==> src/rtl/alu_result_drain_pkg.sv <==
// Shared definitions for the ALU result path.
// Package alu_pkg: ctrl_signal bit positions, the Z queue entry layout and
// the drain FSM state type. Used by alu_result_drain, its interface and z_queue.
package alu_pkg;

  localparam int unsigned OP_ADD_BIT = 0;
  localparam int unsigned OP_AND_BIT = 8;
  localparam int unsigned OP_OR_BIT  = 9;
  localparam int unsigned OP_MUL_BIT = 10;
  localparam int unsigned OP_DIV_BIT = 11;
  localparam int unsigned CTRL_W     = 12;

  typedef struct packed {
    logic        wide;
    logic [63:0] result;
  } z_entry_t;

  typedef enum logic [1:0] {
    ST_IDLE,
    ST_LOW,
    ST_HIGH
  } drain_state_t;

  // Only MUL/DIV produce a meaningful upper half; any other pattern is narrow.
  function automatic logic is_wide(input logic [CTRL_W-1:0] ctrl);
    return ctrl[OP_MUL_BIT] | ctrl[OP_DIV_BIT];
  endfunction

endpackage

==> src/rtl/alu_result_drain_if.sv <==
// Result-in / beat-out signal bundle for alu_result_drain.
//   res_valid/res_ready/ctrl_signal/OpResult : ALU result handshake
//   bus_valid/bus_ready/bus_data/bus_hi      : 32-bit datapath beat handshake
//   busy                                     : queue non-empty or beat in flight
//   flag_z/flag_n                            : only with STATUS_FLAGS_EN defined
// modport slave is the drain itself, modport master the producer/bus side.
interface alu_result_drain_if #(
  parameter int unsigned BITS = 32
);
  import alu_pkg::*;

  logic                res_valid;
  logic                res_ready;
  logic [CTRL_W-1:0]   ctrl_signal;
  logic [2*BITS-1:0]   OpResult;
  logic                bus_valid;
  logic                bus_ready;
  logic [BITS-1:0]     bus_data;
  logic                bus_hi;
  logic                busy;
`ifdef STATUS_FLAGS_EN
  logic                flag_z;
  logic                flag_n;
`endif

  modport slave (
    input  res_valid, ctrl_signal, OpResult, bus_ready,
    output res_ready, bus_valid, bus_data, bus_hi,
`ifdef STATUS_FLAGS_EN
    output flag_z, flag_n,
`endif
    output busy
  );

  modport master (
    output res_valid, ctrl_signal, OpResult, bus_ready,
    input  res_ready, bus_valid, bus_data, bus_hi,
`ifdef STATUS_FLAGS_EN
    input  flag_z, flag_n,
`endif
    input  busy
  );

endinterface

==> src/rtl/alu_result_drain_z_queue.sv <==
// z_queue: small synchronous FIFO holding pending Z entries.
//   clk, clr (async active-low) ; i_push/i_data write ; i_pop retires head
//   o_head  : oldest entry, o_next : entry behind it (valid when o_count > 1)
//   o_count : occupancy, $clog2(DEPTH)+1 bits
// DEPTH must be a power of two so the pointers wrap by natural overflow.
module z_queue #(
  parameter int unsigned W     = 65,
  parameter int unsigned DEPTH = 2
) (
  input  logic                     clk,
  input  logic                     clr,
  input  logic                     i_push,
  input  logic [W-1:0]             i_data,
  input  logic                     i_pop,
  output logic [W-1:0]             o_head,
  output logic [W-1:0]             o_next,
  output logic [$clog2(DEPTH):0]   o_count
);
  localparam int unsigned AW = $clog2(DEPTH);
  localparam int unsigned CW = AW + 1;

  logic [W-1:0]  r_mem [DEPTH];
  logic [AW-1:0] r_wr;
  logic [AW-1:0] r_rd;
  logic [CW-1:0] r_count;
  logic          w_push;
  logic          w_pop;

  assign w_push = i_push && (r_count < CW'(DEPTH));
  assign w_pop  = i_pop && (r_count != '0);

  always_ff @(posedge clk or negedge clr) begin
    if (!clr) begin
      r_wr    <= '0;
      r_rd    <= '0;
      r_count <= '0;
    end else begin
      if (w_push) r_wr <= r_wr + AW'(1);
      if (w_pop)  r_rd <= r_rd + AW'(1);
      case ({w_push, w_pop})
        2'b10:   r_count <= r_count + CW'(1);
        2'b01:   r_count <= r_count - CW'(1);
        default: r_count <= r_count;
      endcase
    end
  end

  always_ff @(posedge clk) begin
    if (w_push) r_mem[r_wr] <= i_data;
  end

  assign o_head  = r_mem[r_rd];
  assign o_next  = r_mem[r_rd + AW'(1)];
  assign o_count = r_count;

endmodule

==> src/rtl/alu_result_drain.sv <==
// alu_result_drain: buffers ALU results in a DEPTH-entry Z queue and drains
// each one onto the BITS-wide bus as ZLow, then ZHigh for MUL/DIV results.
//   clk : rising-edge clock     clr : asynchronous active-low reset
//   bus : alu_result_drain_if.slave (result handshake in, beat handshake out)
// Optional feature macro STATUS_FLAGS_EN adds per-entry flag_z/flag_n.
// All beat outputs are registered; res_ready and busy decode registered state.
module alu_result_drain
  import alu_pkg::*;
#(
  parameter int unsigned BITS  = 32,
  parameter int unsigned DEPTH = 2
) (
  input  logic                 clk,
  input  logic                 clr,
  alu_result_drain_if.slave    bus
);
  localparam int unsigned CW = $clog2(DEPTH) + 1;
  localparam int unsigned RW = 2 * BITS;
`ifdef STATUS_FLAGS_EN
  // Entry layout: {flag_z, flag_n, wide, result}
  localparam int unsigned EW = RW + 3;
`else
  // Entry layout: {wide, result}
  localparam int unsigned EW = RW + 1;
`endif

  logic [EW-1:0]  w_in;
  logic [EW-1:0]  w_head;
  logic [EW-1:0]  w_next;
  logic [EW-1:0]  w_src;
  logic [CW-1:0]  w_count;
  logic           w_res_ready;
  logic           w_push;
  logic           w_pop;
  logic           w_wide_in;

  drain_state_t   r_state;
  drain_state_t   w_state_nxt;
  logic           r_valid;
  logic           r_hi;
  logic [BITS-1:0] r_data;
  logic           w_valid_nxt;
  logic           w_hi_nxt;
  logic [BITS-1:0] w_data_nxt;

  assign w_res_ready = (w_count < CW'(DEPTH));
  assign w_push      = bus.res_valid & w_res_ready;
  assign w_wide_in   = is_wide(bus.ctrl_signal);

`ifdef STATUS_FLAGS_EN
  logic w_fz_in;
  logic w_fn_in;
  logic r_fz;
  logic r_fn;
  logic w_fz_nxt;
  logic w_fn_nxt;
  assign w_fz_in = (bus.OpResult == '0);
  assign w_fn_in = w_wide_in ? bus.OpResult[RW-1] : bus.OpResult[BITS-1];
  assign w_in    = {w_fz_in, w_fn_in, w_wide_in, bus.OpResult};
`else
  assign w_in    = {w_wide_in, bus.OpResult};
`endif

  z_queue #(
    .W     (EW),
    .DEPTH (DEPTH)
  ) u_z_queue (
    .clk     (clk),
    .clr     (clr),
    .i_push  (w_push),
    .i_data  (w_in),
    .i_pop   (w_pop),
    .o_head  (w_head),
    .o_next  (w_next),
    .o_count (w_count)
  );

  // w_src is the entry the next beat comes from: after a pop that leaves
  // the queue non-empty, the registered beat must already show the entry
  // behind the current head, which is why the queue exposes o_next.
  always_comb begin
    w_state_nxt = r_state;
    w_pop       = 1'b0;
    w_src       = w_head;
    case (r_state)
      ST_IDLE: begin
        if (w_count != '0) w_state_nxt = ST_LOW;
      end
      ST_LOW: begin
        if (bus.bus_ready) begin
          if (w_head[RW]) begin
            w_state_nxt = ST_HIGH;
          end else begin
            w_pop       = 1'b1;
            w_src       = w_next;
            w_state_nxt = (w_count > CW'(1)) ? ST_LOW : ST_IDLE;
          end
        end
      end
      ST_HIGH: begin
        if (bus.bus_ready) begin
          w_pop       = 1'b1;
          w_src       = w_next;
          w_state_nxt = (w_count > CW'(1)) ? ST_LOW : ST_IDLE;
        end
      end
      default: w_state_nxt = ST_IDLE;
    endcase

    w_valid_nxt = 1'b0;
    w_hi_nxt    = 1'b0;
    w_data_nxt  = '0;
    case (w_state_nxt)
      ST_LOW: begin
        w_valid_nxt = 1'b1;
        w_data_nxt  = w_src[BITS-1:0];
      end
      ST_HIGH: begin
        w_valid_nxt = 1'b1;
        w_hi_nxt    = 1'b1;
        w_data_nxt  = w_src[RW-1:BITS];
      end
      default: ;
    endcase
`ifdef STATUS_FLAGS_EN
    w_fz_nxt = w_valid_nxt & w_src[RW+2];
    w_fn_nxt = w_valid_nxt & w_src[RW+1];
`endif
  end

  always_ff @(posedge clk or negedge clr) begin
    if (!clr) begin
      r_state <= ST_IDLE;
      r_valid <= 1'b0;
      r_hi    <= 1'b0;
      r_data  <= '0;
`ifdef STATUS_FLAGS_EN
      r_fz    <= 1'b0;
      r_fn    <= 1'b0;
`endif
    end else begin
      r_state <= w_state_nxt;
      r_valid <= w_valid_nxt;
      r_hi    <= w_hi_nxt;
      r_data  <= w_data_nxt;
`ifdef STATUS_FLAGS_EN
      r_fz    <= w_fz_nxt;
      r_fn    <= w_fn_nxt;
`endif
    end
  end

  assign bus.res_ready = w_res_ready;
  assign bus.bus_valid = r_valid;
  assign bus.bus_hi    = r_hi;
  assign bus.bus_data  = r_data;
  assign bus.busy      = (w_count != '0) | (r_state != ST_IDLE);
`ifdef STATUS_FLAGS_EN
  assign bus.flag_z    = r_fz;
  assign bus.flag_n    = r_fn;
`endif

endmodule
==> src/flat_wrapper.sv <==
// flat-port wrapper written by rule: the top's interface ports become plain ports
module alu_result_drain_flat import alu_pkg::*;
#(
  parameter int unsigned BITS  = 32,
  parameter int unsigned DEPTH = 2
)
  (clk, clr, bus_res_valid, bus_ctrl_signal, bus_OpResult, bus_bus_ready, bus_res_ready, bus_bus_valid, bus_bus_data, bus_bus_hi, bus_busy);
  alu_result_drain_if #(.BITS(BITS)) bus_i ();
  input  logic clk;
  input  logic clr;
  input wire logic [$bits(bus_i.res_valid)-1:0] bus_res_valid;
  input wire logic [$bits(bus_i.ctrl_signal)-1:0] bus_ctrl_signal;
  input wire logic [$bits(bus_i.OpResult)-1:0] bus_OpResult;
  input wire logic [$bits(bus_i.bus_ready)-1:0] bus_bus_ready;
  output wire logic [$bits(bus_i.res_ready)-1:0] bus_res_ready;
  output wire logic [$bits(bus_i.bus_valid)-1:0] bus_bus_valid;
  output wire logic [$bits(bus_i.bus_data)-1:0] bus_bus_data;
  output wire logic [$bits(bus_i.bus_hi)-1:0] bus_bus_hi;
  output wire logic [$bits(bus_i.busy)-1:0] bus_busy;
  assign bus_i.res_valid = bus_res_valid;
  assign bus_i.ctrl_signal = bus_ctrl_signal;
  assign bus_i.OpResult = bus_OpResult;
  assign bus_i.bus_ready = bus_bus_ready;
  assign bus_res_ready = bus_i.res_ready;
  assign bus_bus_valid = bus_i.bus_valid;
  assign bus_bus_data = bus_i.bus_data;
  assign bus_bus_hi = bus_i.bus_hi;
  assign bus_busy = bus_i.busy;
  alu_result_drain #(.BITS(BITS), .DEPTH(DEPTH)) u_core (.clk(clk), .clr(clr), .bus(bus_i));
endmodule
==> config.mk <==
export PLATFORM = sky130hd
export DESIGN_NAME = alu_result_drain_flat
export DESIGN_NICKNAME = d
export VERILOG_FILES = /design/src/rtl/alu_result_drain_pkg.sv /design/src/rtl/alu_result_drain_if.sv /design/src/rtl/alu_result_drain_z_queue.sv /design/src/rtl/alu_result_drain.sv /design/src/flat_wrapper.sv
export SDC_FILE = /design/constraint.sdc
export NUM_CORES = 1
export LEC_CHECK = 0
export ABC_AREA = 1
export BUFFER_PORTS_ARGS = -buffer_cell sky130_fd_sc_hd__buf_2
export CAP_MARGIN = 20
export CORE_MARGIN = 8
export CORE_UTILIZATION = 55
export CTS_CLUSTER_DIAMETER = 150
export DETAILED_ROUTE_END_ITERATION = 6
export PLACE_DENSITY = 0.79
export SYNTH_ARGS = -nofsm -noshare
export SYNTH_HDL_FRONTEND = slang
export SYNTH_SLANG_ARGS = --single-unit
==> constraint.sdc <==
create_clock -name clk -period 5.3 [get_ports clk]
set_input_delay 0.265 -clock clk [delete_from_list [all_inputs] [get_ports clk]]
set_output_delay 0.265 -clock clk [all_outputs]
set_load 0.05 [all_outputs]
Word-level counts from Yosys, hierarchy flattened
Memory sizes are Yosys's and may differ from the RTL's.
Cells that the tools add are included.
{"block": "word_totals", "register_bits": 40, "ramBits": 130, "output_inout_bits": 36, "memories": 1}
{"block": "op_classes", "add_sub_neg": 4, "order_cmp": 2, "n_eq_ne": 6, "mux": 20, "bitwise_logic": 3, "n_reduce_logical": 7}
{"name": "u_core.u_z_queue.r_mem", "words": 2, "width": 65, "read_ports": 2, "rd_clocked_by_memory_dff": 0, "wr": 1, "line": "alu_result_drain_z_queue.sv:22", "source": "logic [W-1:0] r_mem [DEPTH];"}
{"operator": "$mux W64", "n": 3}
{"operator": "$pmux W64 S2", "n": 1}
{"operator": "$pmux W32 S2", "n": 1}
{"operator": "$mux W1", "n": 8}
{"operator": "$mux W2", "n": 4}
{"operator": "$eq A2 B1 Y1 const B", "n": 3}
{"operator": "$eq A2 B2 Y1 const B", "n": 3}
{"operator": "$pmux W2 S3", "n": 1}
{"operator": "$reduce_bool A2 Y1", "n": 3}
{"operator": "$pmux W2 S2", "n": 1}
{"operator": "$add A1 B1 Y1 const B", "n": 2}
{"operator": "$add A2 B1 Y2 const B", "n": 1}
{"operator": "$gt A2 B1 Y1 const B", "n": 1}
{"operator": "$logic_and A1 B1 Y1", "n": 2}
{"operator": "$logic_not A2 Y1", "n": 1}
{"operator": "$lt A2 B2 Y1 const B", "n": 1}
{"operator": "$or A1 B1 Y1", "n": 2}
{"operator": "$pmux W1 S2", "n": 1}
{"operator": "$reduce_or A2 Y1", "n": 1}
{"operator": "$sub A2 B1 Y2 const B", "n": 1}
{"operator": "$and A1 B1 Y1", "n": 1}

Depth between registers and ports, before layout
{"block": "depth", "ltp_word": 8, "ltp_mapped": 13, "depth_no_buf": 11}

Hierarchy
A second synthesis with hierarchy kept.
{"block": "hier_totals", "cells_unflattened": 906, "hier_area_um2": 8368.0}
{"module": "z_queue", "instances": 1, "cells_each": 511, "area_per_inst_um2": 5689.2, "seq_area_each_um2": 4003.8}
{"module": "alu_result_drain", "instances": 1, "cells_each": 395, "area_per_inst_um2": 2678.8, "seq_area_each_um2": 900.9}

Least setup slack after synthesis
Ideal clock, no wire load.
{"block": "synth_timing", "kind": "register to register", "startpoint": "register u_core.u_z_queue.r_count[1] (netlist: u_core.u_z_queue.o_count[1])", "endpoint": "memory u_core.u_z_queue.r_mem[0][0], enable pin", "arrival_ns": 3.702, "required_ns": 4.811, "path_slack_ns": 1.109, "path_stages_with_launch": 4, "path_buffers": 0, "synth_period_minus_slack_ns": 4.191, "cell_sequence": "dfrtp_1 inv_1 nand2_1 nor2_1"}
{"block": "synth_via", "elab_chain_len": 5}
{"item": "start: declaration", "line": "alu_result_drain_z_queue.sv:25", "source": "logic [CW-1:0] r_count;"}
{"item": "start signal: assignment", "line": "alu_result_drain_z_queue.sv:41", "source": "2'b10: r_count <= r_count + CW'(1);"}
{"item": "start signal: assignment", "line": "alu_result_drain_z_queue.sv:42", "source": "2'b01: r_count <= r_count - CW'(1);"}
{"item": "start signal: assignment", "line": "alu_result_drain_z_queue.sv:43", "source": "default: r_count <= r_count;"}
{"item": "$lt A2 B2 Y1 *", "line": "alu_result_drain.sv:46", "source": "assign w_res_ready = (w_count < CW'(DEPTH));"}
{"item": "via bus_res_ready", "line": "flat_wrapper.sv:15", "source": "output wire logic [$bits(bus_i.res_ready)-1:0] bus_res_ready;"}
{"item": "$and A1 B1 Y1", "line": "alu_result_drain.sv:47", "source": "assign w_push = bus.res_valid & w_res_ready;"}
{"item": "$logic_and A1 B1 Y1 *", "line": "alu_result_drain_z_queue.sv:29", "source": "assign w_push = i_push && (r_count < CW'(DEPTH));"}
{"item": "$mux W1 *", "line": "alu_result_drain_z_queue.sv:49", "source": "if (w_push) r_mem[r_wr] <= i_data;"}
{"item": "$mux W1 (implied by the code) *", "line": "alu_result_drain_z_queue.sv:49"}
{"item": "end: declaration", "line": "alu_result_drain_z_queue.sv:22"}
The timed path passes the listed nets; every way through them passes the cells marked *.

Final worst setup path
{"block": "layout_timing", "startpoint": "register u_core.u_z_queue.r_count[1] (netlist: u_core.u_z_queue.o_count[1])", "endpoint": "register u_core.r_data[0] (netlist: u_core.bus.bus_data[0])"}
{"block": "layout_via", "word_cells_on_any_way": 11}
{"item": "$reduce_bool A2 Y1 *", "line": "alu_result_drain.sv:87", "source": "if (w_count != '0) w_state_nxt = ST_LOW;"}
{"item": "$mux W2 *", "line": "alu_result_drain.sv:87"}
{"item": "$pmux W2 S3 *", "line": "alu_result_drain.sv:85", "source": "case (r_state)"}
{"item": "via u_core.w_state_nxt[1]", "line": "alu_result_drain.sv:38", "source": "drain_state_t w_state_nxt;"}
{"item": "$eq A2 B2 Y1 or $eq A2 B1 Y1 (tied branches)", "line": "alu_result_drain.sv:113", "source": "case (w_state_nxt)"}
{"item": "$pmux W32 S2 *", "line": "alu_result_drain.sv:113"}
{"item": "via u_core.w_data_nxt[0]", "line": "alu_result_drain.sv:44", "source": "logic [BITS-1:0] w_data_nxt;"}
{"item": "end signal: assignment", "line": "alu_result_drain.sv:145", "source": "r_data <= w_data_nxt;"}
{"item": "end: declaration", "line": "alu_result_drain.sv:41", "source": "logic [BITS-1:0] r_data;"}
Marked as above.
A chain may end at the register's enable or synchronous reset.

==> results.sh <==
export IMPL_post_layout_nonfiller_instances=676
export IMPL_relSlewSlack_pct=34.1
export IMPL_critPathMaxStageDelay_ns=0.61
export IMPL_endpoint_kind="flip-flop"
export IMPL_placed_cells=644
export IMPL_min_path_type="primary input to asynchronous set/reset pin"
export IMPL_power_per_cell_area_nw_per_um2=639
export IMPL_outcome="complete, no violations"
export IMPL_finalHoldViolations=0
export IMPL_pwr_share_clk_pct=25.3
export IMPL_cts_hold_repair_buffers=0
export IMPL_power_share_sequential_pct=37.2
export IMPL_ratio_of_cells_with_drive_above_1_in_the_final_layout_pct=27.4
export IMPL_dp_final_hpwl_um=8200
export IMPL_critical_path_peak_fanout=39
export IMPL_grt_start_max_net_pins=65
export IMPL_finalWirelength_um=13900
export IMPL_grt_antenna_before_repair=0
export IMPL_timing_critical_path_cells="inv_1 > ha_1 > nand2_1 > o21ai_0 > nand2_1 > a21oi_1 > ha_2 > buf_4 > a22o_1 > nand3_1 > a21oi_1"
export IMPL_max_vdd_ir_drop_uv=598
export IMPL_cts_buffers=17
export IMPL_final_max_slew_violation_count=0
export IMPL_floorplan_die_height_um=124
export IMPL_syn_avg_cell_area_um2=15.4
export IMPL_cts_repair_timing_setup_buffer_count=0
export IMPL_finish_net_count=609
export IMPL_drt_first_pass_iters=5
export IMPL_cell_internal_pwr_mw=3.12
export IMPL_cts_tree="built"
export IMPL_slowest_cell_on_the_critical_path="sky130_fd_sc_hd__ha_2"
export IMPL_route_vias_total=3898
export IMPL_initialDrtViolationCount=344
export IMPL_syn_area_um2=6430
export IMPL_clkSinkCount=170
export IMPL_io_pin_count=116
export IMPL_number_of_cells_produced_by_synthesis=418
export IMPL_max_slew_worst_pin_slew_ns=0.989
export IMPL_cts_root_buffer_cell="sky130_fd_sc_hd__clkbuf_16"
export IMPL_routabilityCongestion=0.830
export IMPL_combPwrFrac_pct=37.5
export IMPL_cts_path_max_buffers=2
export IMPL_initial_core_utilization_pct=56.3
export IMPL_sequential_fraction_of_the_synthesis_area_pct=76.3
export IMPL_detail_route_vias_per_cell=5.77
export IMPL_final_period_minus_worst_setup_slack_ns=2.97
export IMPL_ys_types=17
export IMPL_finalSetupTns_ns=0
export IMPL_switching_share_pct=36.7
export IMPL_fp_dieArea_um2=15400
export IMPL_synth_net_count=507
export IMPL_die_x_um=124
export IMPL_timing_clock_skew_ns=0.00659
export IMPL_grt_setup_unrepaired="false"
export IMPL_via_count_of_the_first_global_routing_pass=4255
export IMPL_critPathKind="flip-flop to flip-flop"
export IMPL_p_switching_mw=1.81
export IMPL_critPathLaunchType="flip-flop"
export IMPL_ys_seq_elements=170
export IMPL_clk_insertion_delay_late_ns=0.42
export IMPL_ant_nets=0
export IMPL_antenna_cells=0
export IMPL_max_cap_viol_count=0
export IMPL_min_period_over_period_pct=56.1
export IMPL_worstPathRequired_ns=5.63
export IMPL_ctsHtreeMaxLevel=4
export IMPL_drt_drc_violations_left=0
export IMPL_synth_warnings=0
export IMPL_fillers=782
export IMPL_global_route_usage_total_pct=19.0
export IMPL_final_setup_viol_count=0
export IMPL_wl_per_cell_um=20.5
export IMPL_clkSlewWorstSetupHoldPaths_ns=0.06
export IMPL_area_growth_syn_to_layout_pct=19.9
export IMPL_grt_first_pass_wirelength_um=21600
export IMPL_area_of_the_placeable_core_um2=11400
export IMPL_io_buffer_count=105
export IMPL_grt_overflow=0
export IMPL_cts_resized=0
export IMPL_placement_rows=39
export IMPL_p_leak_nw=3.09
export IMPL_timing_fmax_mhz=336
export IMPL_worst_endpoint_arrival_ns=3.31
[power groups by stage]
stage	Sequential, mW	Combinational [mW]	Clock [mW]
after detailed placement	1.86	1.85	0
after global placement	1.85	1.77	0
final	1.83	1.85	1.24
after floorplan	2.00	1.25	0
after CTS	1.84	1.86	1.26
after global routing	1.85	2.02	1.31
[cell usage in the layout, fill, tap and decap left out, types with 3 or more instances in the layout]
cell and instances:
sky130_fd_sc_hd__a22o_1 64, sky130_fd_sc_hd__nand3_1 68, sky130_fd_sc_hd__dfrtp_1 40, sky130_fd_sc_hd__bufinv_16 3, sky130_fd_sc_hd__clkbuf_8 3, sky130_fd_sc_hd__inv_1 15
sky130_fd_sc_hd__clkbuf_16 17, sky130_fd_sc_hd__nor2_1 6, sky130_fd_sc_hd__a21oi_1 34, sky130_fd_sc_hd__nand2_1 8, sky130_fd_sc_hd__edfxtp_1 130, sky130_fd_sc_hd__ha_1 7
sky130_fd_sc_hd__buf_4 6, sky130_fd_sc_hd__clkbuf_1 5, sky130_fd_sc_hd__o21ai_0 4, sky130_fd_sc_hd__buf_2 105
[final cells by class]
class,instances,area [µm²],area share (%)
inverters,15,56.3,0.730
repair buffers,113,618,8.02
flip-flops and latches,170,4900,63.6
clock buffers,25,485,6.30
well taps,143,179,2.32
clock inverters,7,114,1.48
multi-input cells,203,1350,17.5
[through the flow]
step                cell area [µm²]  utilization (%)  hold slack [ns]  power, mW  setup WS, ns
floorplan                      6430                -          -0.0306       3.25          1.11
global placement               7060             61.8            0.452       3.62          2.51
detailed placement             7110             62.3            0.456       3.71          2.40
CTS                            7710             67.5          0.00967       4.96          2.33
global route                   7710             67.5           0.0178       5.18          2.08
finish                         7710             67.5          0.00656       4.93          2.33
[critical path: cells and delay by family, from the launching register on]
| family | cells | cell delay [ns] |
|---|---|---|
| and+or+nand+nor | 3 | 0.26 |
| DFF | 1 | 0.38 |
| AOI/OAI and AO/OA | 4 | 0.77 |
| adders and majority gates | 2 | 0.85 |
| buffers and inverters | 2 | 0.62 |
[Yosys cell counts (all sizes together)]
| cell | count | area (µm²) |
|---|---|---|
| a21oi | 34 | 170 |
| nand4 | 1 | 6.26 |
| nand2 | 8 | 30.0 |
| o21ai | 4 | 20.0 |
| ha | 9 | 113 |
| dfrtp | 40 | 1000 |
| nor2 | 8 | 30.0 |
| clkbuf | 16 | 60.1 |
| or2 | 1 | 6.26 |
| nand3 | 70 | 350 |
| edfxtp | 130 | 3900 |
| inv | 15 | 56.3 |
| buf | 14 | 85.1 |
| xnor2 | 2 | 17.5 |
| a22o | 64 | 561 |
| xor2 | 2 | 17.5 |
[path summary, 6_finish.rpt]
check,start,to,slack [ns],cells past startpoint
worst max-delay path,u_core.u_z_queue.o_count[1],u_core.bus.bus_data[0],2.33,11
worst min-delay path,clr,u_core.u_z_queue.o_count[0],0.007,1
worst max register to register,u_core.u_z_queue.o_count[1],u_core.bus.bus_data[0],2.33,11
worst min register to register,u_core.u_z_queue.o_count[1],u_core.u_z_queue.o_count[1],0.51,2
max in group asynchronous,clr,u_core.bus.bus_data[20],4.68,1
min in group clk,bus_OpResult[50],u_core.u_z_queue.r_mem[1][50],0.03,1
[per-layer routing]
metal	wire length, µm	GRT usage, %	vias up
met4	82	8.10	0
met2	7410	33.2	162
met5	0	0	-
met3	1110	5.35	8
met1	5260	21.3	1917
li1	-	-	1811
[kinds of logic after synthesis]
kind of cell	count (synthesis)	share of synthesized area [%]
AOI/OAI and AO/OA	102	11.7
xor gates and xnor gates	4	0.545
adders and majority gates	9	1.75
buffers and inverters	45	3.13
DFF	170	76.3
and+or+nand+nor	88	6.58
[sequential cells by signal (all words and copies together), names as in the netlist]
signal / cells
u_core.r_state: 2
u_core.bus.bus_data: 32
u_core.bus.bus_valid: 1
u_core.u_z_queue.r_mem: 130
u_core.bus.bus_hi: 1
u_core.u_z_queue.r_rd: 1
u_core.u_z_queue.o_count: 2
u_core.u_z_queue.r_wr: 1
(Power assumes the default switching activity.)
